==> src/rtl/fmin_stream_reduce.sv <==
// ---------------------------------------------------------------------------
// fmin_stream_reduce
//   Sequential IEEE-754 binary32 minimum reducer. Operands arrive over a
//   valid/ready stream, and in_last ends each burst. One result is emitted
//   per burst. The result holds the minimum value and the element count.
//
// Ports
//   clk        clock, rising edge
//   rst        synchronous active-high reset
//   in_valid   operand valid
//   in_ready   block can accept an operand (low while a result is pending)
//   in_data    binary32 operand
//   in_last    final operand of the burst (qualified by in_valid)
//   out_valid  result valid
//   out_ready  downstream accepts the result
//   out_data   burst minimum, or canonical qNaN 0x7FC00000 if any NaN was seen
//   out_count  operands accepted in the burst, saturating at 2^COUNT_W-1
//
// Optional build macro
//   FMIN_FLUSH_DENORM_EN : flush subnormal operands to a zero of the same
//                          sign before compare/store.
//
// state | meaning
// IDLE  | waiting for the first operand of a burst
// ACCUM | folding further operands into the running minimum
// HOLD  | result presented, waiting for out_ready
// ---------------------------------------------------------------------------
module fmin_stream_reduce #(
  parameter int COUNT_W = 16
) (
  input  logic               clk,
  input  logic               rst,
  input  logic               in_valid,
  output logic               in_ready,
  input  logic [31:0]        in_data,
  input  logic               in_last,
  output logic               out_valid,
  input  logic               out_ready,
  output logic [31:0]        out_data,
  output logic [COUNT_W-1:0] out_count
);

  typedef enum logic [1:0] {
    IDLE  = 2'd0,
    ACCUM = 2'd1,
    HOLD  = 2'd2
  } state_t;

  localparam logic [31:0]        QNAN    = 32'h7FC0_0000;
  localparam logic [COUNT_W-1:0] CNT_MAX = '1;
  localparam logic [COUNT_W-1:0] CNT_ONE = COUNT_W'(1);

  state_t             state_q, state_d;
  logic [31:0]        acc_q, acc_d;
  logic               nan_q, nan_d;
  logic [COUNT_W-1:0] cnt_q, cnt_d;

  logic               in_xfer;
  logic               out_xfer;
  logic [31:0]        op;
  logic               op_nan;
  logic [COUNT_W-1:0] cnt_inc;

  function automatic logic [31:0] flush_op(input logic [31:0] x);
`ifdef FMIN_FLUSH_DENORM_EN
    if (x[30:23] == 8'h00) return {x[31], 31'b0};
    else                   return x;
`else
    return x;
`endif
  endfunction

  function automatic logic is_nan(input logic [31:0] x);
    return (x[30:23] == 8'hFF) && (x[22:0] != 23'b0);
  endfunction

  // Strict a < b on non-NaN encodings; the sign/magnitude compare also
  // puts -0 below +0. Equal values report 0, so the accumulator is kept.
  function automatic logic f_lt(input logic [31:0] a, input logic [31:0] b);
    if (a[31] != b[31]) return a[31];
    else if (!a[31])    return a[30:0] < b[30:0];
    else                return a[30:0] > b[30:0];
  endfunction

  assign op       = flush_op(in_data);
  assign op_nan   = is_nan(in_data);
  assign in_xfer  = in_valid && in_ready;
  assign out_xfer = out_valid && out_ready;
  assign cnt_inc  = (cnt_q == CNT_MAX) ? cnt_q : cnt_q + CNT_ONE;

  // State and datapath registers
  always_ff @(posedge clk) begin
    if (rst) begin
      state_q <= IDLE;
      acc_q   <= 32'b0;
      nan_q   <= 1'b0;
      cnt_q   <= '0;
    end else begin
      state_q <= state_d;
      acc_q   <= acc_d;
      nan_q   <= nan_d;
      cnt_q   <= cnt_d;
    end
  end

  // Next-state and datapath update
  always_comb begin
    state_d = state_q;
    acc_d   = acc_q;
    nan_d   = nan_q;
    cnt_d   = cnt_q;
    unique case (state_q)
      IDLE: begin
        if (in_xfer) begin
          acc_d   = op;
          nan_d   = op_nan;
          cnt_d   = CNT_ONE;
          state_d = in_last ? HOLD : ACCUM;
        end
      end
      ACCUM: begin
        if (in_xfer) begin
          if (f_lt(op, acc_q)) acc_d = op;
          nan_d = nan_q | op_nan;
          cnt_d = cnt_inc;
          if (in_last) state_d = HOLD;
        end
      end
      HOLD: begin
        if (out_xfer) state_d = IDLE;
      end
      default: state_d = IDLE;
    endcase
  end

  // Outputs
  always_comb begin
    in_ready  = 1'b1;
    out_valid = 1'b0;
    out_data  = 32'b0;
    out_count = '0;
    if (state_q == HOLD) begin
      in_ready  = 1'b0;
      out_valid = 1'b1;
      out_data  = nan_q ? QNAN : acc_q;
      out_count = cnt_q;
    end
  end

endmodule

==> config.mk <==
export PLATFORM = sky130hd
export DESIGN_NAME = fmin_stream_reduce
export DESIGN_NICKNAME = d
export VERILOG_FILES = /design/src/rtl/fmin_stream_reduce.sv
export SDC_FILE = /design/constraint.sdc
export NUM_CORES = 1
export LEC_CHECK = 0
export ABC_AREA = 1
export CAP_MARGIN = 20
export CELL_PAD_IN_SITES_DETAIL_PLACEMENT = 0
export CELL_PAD_IN_SITES_GLOBAL_PLACEMENT = 1
export CORE_MARGIN = 1.5
export CORE_UTILIZATION = 35
export DETAILED_ROUTE_END_ITERATION = 8
export GPL_ROUTABILITY_DRIVEN = 1
export PLACE_DENSITY = 0.82
export SLEW_MARGIN = 30
export SYNTH_ARGS = -nofsm -noshare
export SYNTH_HDL_FRONTEND = slang
export SYNTH_SLANG_ARGS = --single-unit
==> constraint.sdc <==
create_clock -name clk -period 2.6 [get_ports clk]
set_input_delay 0.78 -clock clk [delete_from_list [all_inputs] [get_ports clk]]
set_output_delay 0.78 -clock clk [all_outputs]
set_load 0.1 [all_outputs]
== Word level (Yosys, flattened, before mapping) ==
Index checks and enable logic that the tools add are counted.
Word-level totals
  register bits: 51
  output and inout bits: 50
Cells by class
  reductions and logical operators: 10
  equal/unequal tests: 11
  bitwise logic cells: 1
  multiplexer cells: 26
  order comparisons: 2
  add/subtract/negate cells: 1
Operators by type and width (number)
  32-bit 2-to-1 mux: 5
  16-bit 2-to-1 mux: 4
  32-bit case mux with 2 select lines: 1
  16-bit case mux with 2 select lines: 1
  31-bit greater-than comparator: 1
  31-bit < comparator: 1
  23-bit nonzero test: 1
  16-bit by 1-bit adder with 16-bit output, second input constant: 1
  16-bit == test, second input constant: 1
  2-bit inequality test, second input constant: 6
  4-bit AND reduction: 3
  2-bit 2-to-1 mux: 5
  8-bit == test, second input constant: 1
  1-bit 2-to-1 mux: 8
  2-bit case mux with 3 select lines: 1
  1-bit logical AND: 3
  3-bit AND reduction: 1
  2-bit by 1-bit == test with 1-bit output, second input constant: 1
  2-bit == test, second input constant: 1
  2-bit zero test: 1
  1-bit case mux with 2 select lines: 1
  2-bit nonzero test: 1
  1-bit inequality test: 1
  1-bit bitwise OR: 1

== Longest topological paths before layout ==
Gate-level depths: netlist of the first run.
  depth in word-level cells: 8
  gate-level depth with buffers: 19
  depth with buffers taken out: 18

== Worst setup path after synthesis of the first run ==
No wires, ideal clock.
  path type: flip-flop to output port
  start: reg state_q[1]
  end: out out_count[10]
  path slack: -2.518 ns
  cell stages (with the launch flop): 7
  data arrival time: 4.338 ns
  buffers on the path: 2
  cell sequence: dfxtp_1 > inv_2 > nor2_1 > inv_1 > clkbuf_1 > buf_1 > nor2_1
On the way
  word-level cells in the longest chain between the ends: 2
Ends and longest elaborated chain
  start, declared: line 53  | state_t state_q, state_d;
  start signal, assigned: line 99  | state_q <= state_d;
  2-bit == test: line 142  | if (state_q == HOLD) begin
  16-bit 2-to-1 mux: line 142
  end, declared: line 40  | output logic [COUNT_W-1:0] out_count
Every way passes these cells.

== Final worst setup path of the first run ==
  start: in in_data[20]
  end: reg acc_q[30]
On the way
  word-level cells in the longest chain between the ends: 7
  elaborated cells between the ends (all ways): 8
Ends and longest elaborated chain
  start, declared: line 35  | input logic [31:0] in_data,
  31-bit < comparator or 31-bit greater-than comparator (tied branches): line 81, 82
  1-bit 2-to-1 mux (*): line 81  | else if (!a[31]) return a[30:0] < b[30:0];
  1-bit 2-to-1 mux (*): line 80  | if (a[31] != b[31]) return a[31];
  1-bit 2-to-1 mux (*): line 122  | if (in_xfer) begin
  1-bit 2-to-1 mux (*): line 112  | unique case (state_q)
  2-bit inequality test (no source line) (*)
  4-bit AND reduction (no source line) (*)
  end signal, assigned: line 95  | acc_q <= 32'b0;
  end signal, assigned: line 100  | acc_q <= acc_d;
  end, declared: line 54  | logic [31:0] acc_q, acc_d;
Mark *: on every way between the ends. The rest lies on a longest branch, timed or not. The select of a mux whose other input is x is not followed.
A chain may end at the register's enable or synchronous reset.

==> results of run 1 <==
==> metrics by stage <==
step                utilization [%]  cell area (sq um)
finish                        64.69               6381
global route                  64.69               6381
CTS                           62.46               6161
detailed placement            57.88               5709
global placement              57.88               5709
floorplan                         -               4076
==> registers in the layout (all words and copies together), names as in the netlist <==
| register | cells |
|---|---|
| nan_q | 1 |
| acc_q | 32 |
| state_q | 2 |
| cnt_q | 16 |
==> cells by family (layout without fill, tap and decap cells) <==
logic type	after synthesis	after routing	synth area share, %
flip-flops	51	51	28.36
buffers and inverters	129	243	15.19
AO/OA/AOI/OAI	86	86	13.56
adder cells (fa/ha/maj)	32	32	11.12
AND/OR/NAND/NOR	266	273	31.77
==> synthesized netlist by cell type, drive strengths merged <==
cell type  count  share of area (%)
a211oi         2               0.42
a21o           2               0.42
a21oi         66                 10
a31oi          2               0.35
buf           14                3.2
clkbuf         8               0.83
dfxtp         51                 28
ha            32                 11
inv          107                 11
nand2        105                 12
nand3         41                5.7
nand4          7                1.2
nor2          95                 10
nor3          10                1.7
nor4           7                1.2
o21ai         14                1.9
or2            1               0.17
==> power by group through the flow <==
stage          clock (mW)  sequential (mW)  combinational (mW)
4_1_cts             0.681            0.982                1.98
5_1_grt             0.711            0.999                2.30
3_5_place_dp            0            0.988                1.70
2_1_floorplan           0            0.969                1.30
3_3_place_gp            0            0.986                1.67
6_report            0.666            0.985                2.14
==> repair_timing <==
item	CTS	global route
hold buffers	0	0
gates resized for setup	84	38
cloned	7	0
pin swaps	42	38
buffers inserted	0	5
setup endpoints to repair	32	36
==> final cells by class <==
class                      instances  share of cell area, %
inverter                         107                  6.294
clock buffer                       5                  1.078
sequential                        51                  16.02
timing repair buffer             128                  26.51
tap                              133                  2.608
multi-input combinational        391                  46.43
clock inverter                     3                  1.059
==> per-layer routing <==
metal  track usage, %  part of all wire, %  vias to the layer above
li1                 -                    -                     2035
met1            24.31                   43                     1785
met2            37.17                   52                       76
met3            3.697                  4.3                        8
met4            4.266                  1.2                        0
met5                0                    0                        -
==> how the worst max path moves through the flow <==
stage	start	to	slack, ns	cells after the start
2_1_floorplan	state_q[1]	out_data[30]	-0.19	6
3_3_place_gp	in_data[30]	acc_q[7]	-0.56	13
3_5_place_dp	in_data[30]	acc_q[2]	-0.62	15
4_1_cts	in_data[0]	acc_q[2]	0.004	19
5_1_grt	in_data[20]	acc_q[1]	-0.04	15
6_report	in_data[20]	acc_q[30]	0.05	16
==> worst max-delay path, cell delays in order <==
cell	delay [ns]
dlygate4sd2_1	0.27
ha_4	0.27
nand2_1	0.06
nor2_2	0.13
nand2_2	0.09
nor3_4	0.22
nand2_1	0.10
nand2_2	0.11
nand2_2	0.08
nand2_4	0.09
nand2_8	0.09
buf_12	0.17
nand2_8	0.11
nand3_1	0.09
nand2_1	0.07
nor2_1	0.04
==> reports/results.txt, run 1 <==
status: finished, final reports clean
pwr/cell area: 594.4 nW/um^2
CTS tree: built
highest clock rate: 0.3918 GHz
num rows: 36
Sw Share: 45.58%
Worst Setup Start Kind: primary input
Wirelength per Cell: 13.60 microns
Hold Crit Depth: 1
DRT Pass-1 Iters: 4
Setup Skew: 0.009708 ns
Reg power frac: 26.0%
CTS buffer count: 5
hold_sp: cnt_q[15]
share of layout cells above drive strength 1: 36.64%
Worst Slack Setup Final: 0.04788 ns
Storage cell area: 1022 sq um
Vias/cell: 4.773
Slew headroom: 50.56%
# DRC: 0
Fin. Hold Viols: 0
Reg2Reg Setup Slack: 0.27 ns
Clock transition at path regs: 0.10 ns
Least-Margin Pin Slew: 0.7405 ns
DRT iter0 DRCs: 136
vias: 3904
Fin Setup TNS: 0 ns
Netlist cell types: 27
Tot GR Track Use: 20.23%
Bufs on Longest Clock Path: 2
Final Total Pwr: 3.793 mW
DP Wirelength: 7.517 mm
Comb power frac: 56.5%
Final min period: 2.552 ns
Post-Synthesis Cells: 564
NetSw: 1.729 mW
Final Max Slew Viols: 0
R2R depth: 16
initial antenna violation count: 0
first-pass GRT wire length: 18.35 mm
Top-Level Pins: 87
# diodes: 0
Die Width: 104.4 microns
Final Non-Filler Cells: 818
CP endpoint kind: flip-flop
Root Buffer: clkbuf_8
number of global-route vias before repair: 3927
die area: 10900 sq um
CP Class: in -> reg
worst setup slack after placement: -0.6168 ns
CTS Sinks: 51
total placed cells including tap cells: 799
path category of the worst min-delay check: reg -> reg
Placer Congestion: 0.8236
Finish-stage setup viols: 0
Starting Density: 36.49%
Critical Path RT: 2.81 ns
largest net degree at the start of global routing: 65
max-cap violation count: 0
commonest non-fill, non-tap cell in the layout: inv_1
Seq cells post-synth: 51
net total in the final layout: 753
GR Overflow Total: 0
Yosys warnings: 0
crit-path max FO: 8
period utilization: 98.16%
H-tree depth: 2
final hold slack: 0.4668 ns
worst hold endpoint: cnt_q[15]
Fill cells: 833
leakage: 2.663 nW
Peak VDD IR: 277.8 uV
CP Data Arrival Time: 2.76 ns
post-route ant nets: 0
Reg2Reg Capture Point: acc_q[30]
WL final: 11.12 mm
Syn Nets: 633
area of the multi-input gates: 2963 sq um
buffers added on ports: 86
core area: 9864 sq um
register area share after synthesis: 28.36%
later-pin clock latency in the skew report: 0.31 ns
FF-to-FF Start: acc_q[29]
Mapped Avg Cell Area: 6.382 sq um
Mapped Area: 3600 sq um
P&R area growth vs syn: 77.27%
Power Internal: 2.064 mW
most frequent cells in the layout: inv_1 (102), nand2_1 (91), buf_12 (54)
Clock Power Share: 17.6%
Die Y-Extent: 104.4 microns
(Power assumes the default switching activity.)
==> run 2: changes to the inputs <==
--- a/config.mk
+++ b/config.mk
@@ -9,6 +9,7 @@
 export CAP_MARGIN = 20
 export CELL_PAD_IN_SITES_DETAIL_PLACEMENT = 0
 export CELL_PAD_IN_SITES_GLOBAL_PLACEMENT = 1
+export CORE_ASPECT_RATIO = 0.9
 export CORE_MARGIN = 1.5
 export CORE_UTILIZATION = 35
 export DETAILED_ROUTE_END_ITERATION = 8
==> run 2 against run 1 <==
Compared with the run above: power is 3.2% lower; design area fell by 0.53%; clock power is 6.5% lower; core utilization shrank 0.097 points; register-to-register slack better by 0.06 ns; sequential cell count is the same; critical endpoint is now out_data[26].
==> reports/results.txt, run 2 (synthesis gave the netlist of run 1 again) <==
core area: 9827 sq um
slowest cell on the critical path: dfxtp_2
Least-Margin Pin Slew: 0.4829 ns
number of global-route vias before repair: 3708
share of layout cells above drive strength 1: 35.19%
H-tree depth: 2
DP Wirelength: 7.970 mm
most flop-heavy register: acc_q
net total in the final layout: 752
Clock Power Share: 17.0%
CP Data Arrival Time: 1.75 ns
# DRC: 0
flip-flop count of the largest register after layout: 32
GR Overflow Total: 0
Critical Path RT: 1.82 ns
die area: 10900 sq um
CP Cell Sequence: inv_2 -> nor2_4 -> inv_2 -> buf_4 -> a21oi_4 -> buf_12
leakage: 2.686 nW
vias: 3944
path category of the worst min-delay check: reg -> reg
P&R area growth vs syn: 76.33%
NetSw: 1.619 mW
Tot GR Track Use: 19.84%
pwr/cell area: 578.2 nW/um^2
Die Y-Extent: 99.21 microns
highest clock rate: 0.3954 GHz
DRT Pass-1 Iters: 4
Wirelength per Cell: 13.48 microns
Final Max Slew Viols: 0
period utilization: 97.26%
Final Total Pwr: 3.670 mW
CP endpoint kind: output pin
most frequent cells in the layout: inv_1 (104), nand2_1 (88), buf_12 (57)
CP Class: reg -> out
largest net degree at the start of global routing: 39
Hold Buf Count CTS: 0
Final min period: 2.529 ns
buffers added on ports: 86
Placer Congestion: 0.8359
Peak VDD IR: 301.2 uV
CTS Sinks: 51
# diodes: 0
CTS tree: built
commonest non-fill, non-tap cell in the layout: inv_1
initial antenna violation count: 0
Comb power frac: 56.3%
Reg power frac: 26.7%
Top-Level Pins: 87
first-pass GRT wire length: 17.35 mm
DRT iter0 DRCs: 157
Placed Area: 5773 sq um
Starting Density: 36.63%
Power Internal: 2.051 mW
most used cell along the critical path: inv_2
Root Buffer: clkbuf_16
Clock transition at path regs: 0.06 ns
num rows: 34
Die Width: 109.9 microns
Fin. Hold Viols: 0
Bufs on Longest Clock Path: 2
Slew headroom: 67.51%
Vias/cell: 4.881
Worst Setup Start Kind: flip-flop
WL final: 10.90 mm
later-pin clock latency in the skew report: 0.29 ns
crit-path max FO: 11
status: finished, final reports clean
max-cap violation count: 0
Worst path max stage delay: 0.40 ns
largest registers: acc_q: 32 flops, cnt_q: 16 flops, state_q: 2 flops
Reg2Reg Setup Slack: 0.33 ns
Fin Setup TNS: 0 ns
Sw Share: 44.12%
Finish-stage setup viols: 0
post-route ant nets: 0
CTS buffer count: 5
fin area: 6347 sq um
Setup Skew: 0.008154 ns
[run 2: changes by cell type in the layout (fill, tap and decap cells not counted), sizes merged]
cell / before / now
dlygate4sd2: 21 / 13
clkbuf: 8 / 14
nand2: 112 / 106
clkdlybuf4s15: 6 / 10
buf: 92 / 95
bufinv: 2 / 0
clkinvlp: 1 / 0
dlymetal6s2s: 1 / 2
[run 2: area by class of cell]
| cell class | instances | area (sq um) |
|---|---|---|
| multi-input combinational | 385 | 2814 |
| fill | 803 | 3480 |
| tap | 126 | 157.7 |
| clock buffer | 6 | 128.9 |
| sequential | 51 | 1022 |
| inverter | 107 | 401.6 |
| timing repair buffer | 133 | 1823 |
[run 2: routing by layer]
layer  vias up  global-route usage, %  routed length, microns
met5         -                      0                       0
met4         0                  2.697                      44
met3         5                  2.359                     418
met2        80                  31.82                    5293
met1      1833                  29.05                    5139
li1       2026                      -                       -
[run 2: power groups by stage]
stage          registers (mW)  logic, mW  clock network [mW]
5_1_grt                 0.993       2.24               0.670
4_1_cts                 0.976       1.89               0.641
6_report                0.979       2.07               0.623
3_5_place_dp            0.989       1.76                   0
2_1_floorplan           0.969       1.30                   0
3_3_place_gp            0.986       1.72                   0
[run 2: metrics by stage]
step           utilization (%)  hold slack, ns  instances  worst slack (ns)
2_1_floorplan                -          0.4225        564           -0.1875
3_3_place_gp             58.75          0.4317        795           -0.4036
3_5_place_dp             58.75          0.4537        795           -0.4747
4_1_cts                  61.59          0.4692        804          0.008459
5_1_grt                  64.59          0.5000        808          -0.01645
6_report                 64.59          0.4724        808           0.07112
[run 2: worst paths after layout]
| check | startpoint | endpoint | cells after the start |
|---|---|---|---|
| min | cnt_q[15] | cnt_q[15] | 1 |
| max | state_q[1] | out_data[26] | 6 |
| max reg2reg | acc_q[28] | acc_q[19] | 15 |
| min reg2reg | cnt_q[15] | cnt_q[15] | 1 |
[run 2: timing repair]
item,in CTS,in global routing
pin swaps,31,41
gates resized for setup,52,68
setup buffers,1,2
cloned,2,3
setup endpoints to repair,32,52
[run 2: critical path, delay by kind of cell, from the launching register on]
family	cells	cell delay [ns]
simple gates	1	0.24
compound gates	1	0.19
flops	1	0.40
buf+inv	4	0.61
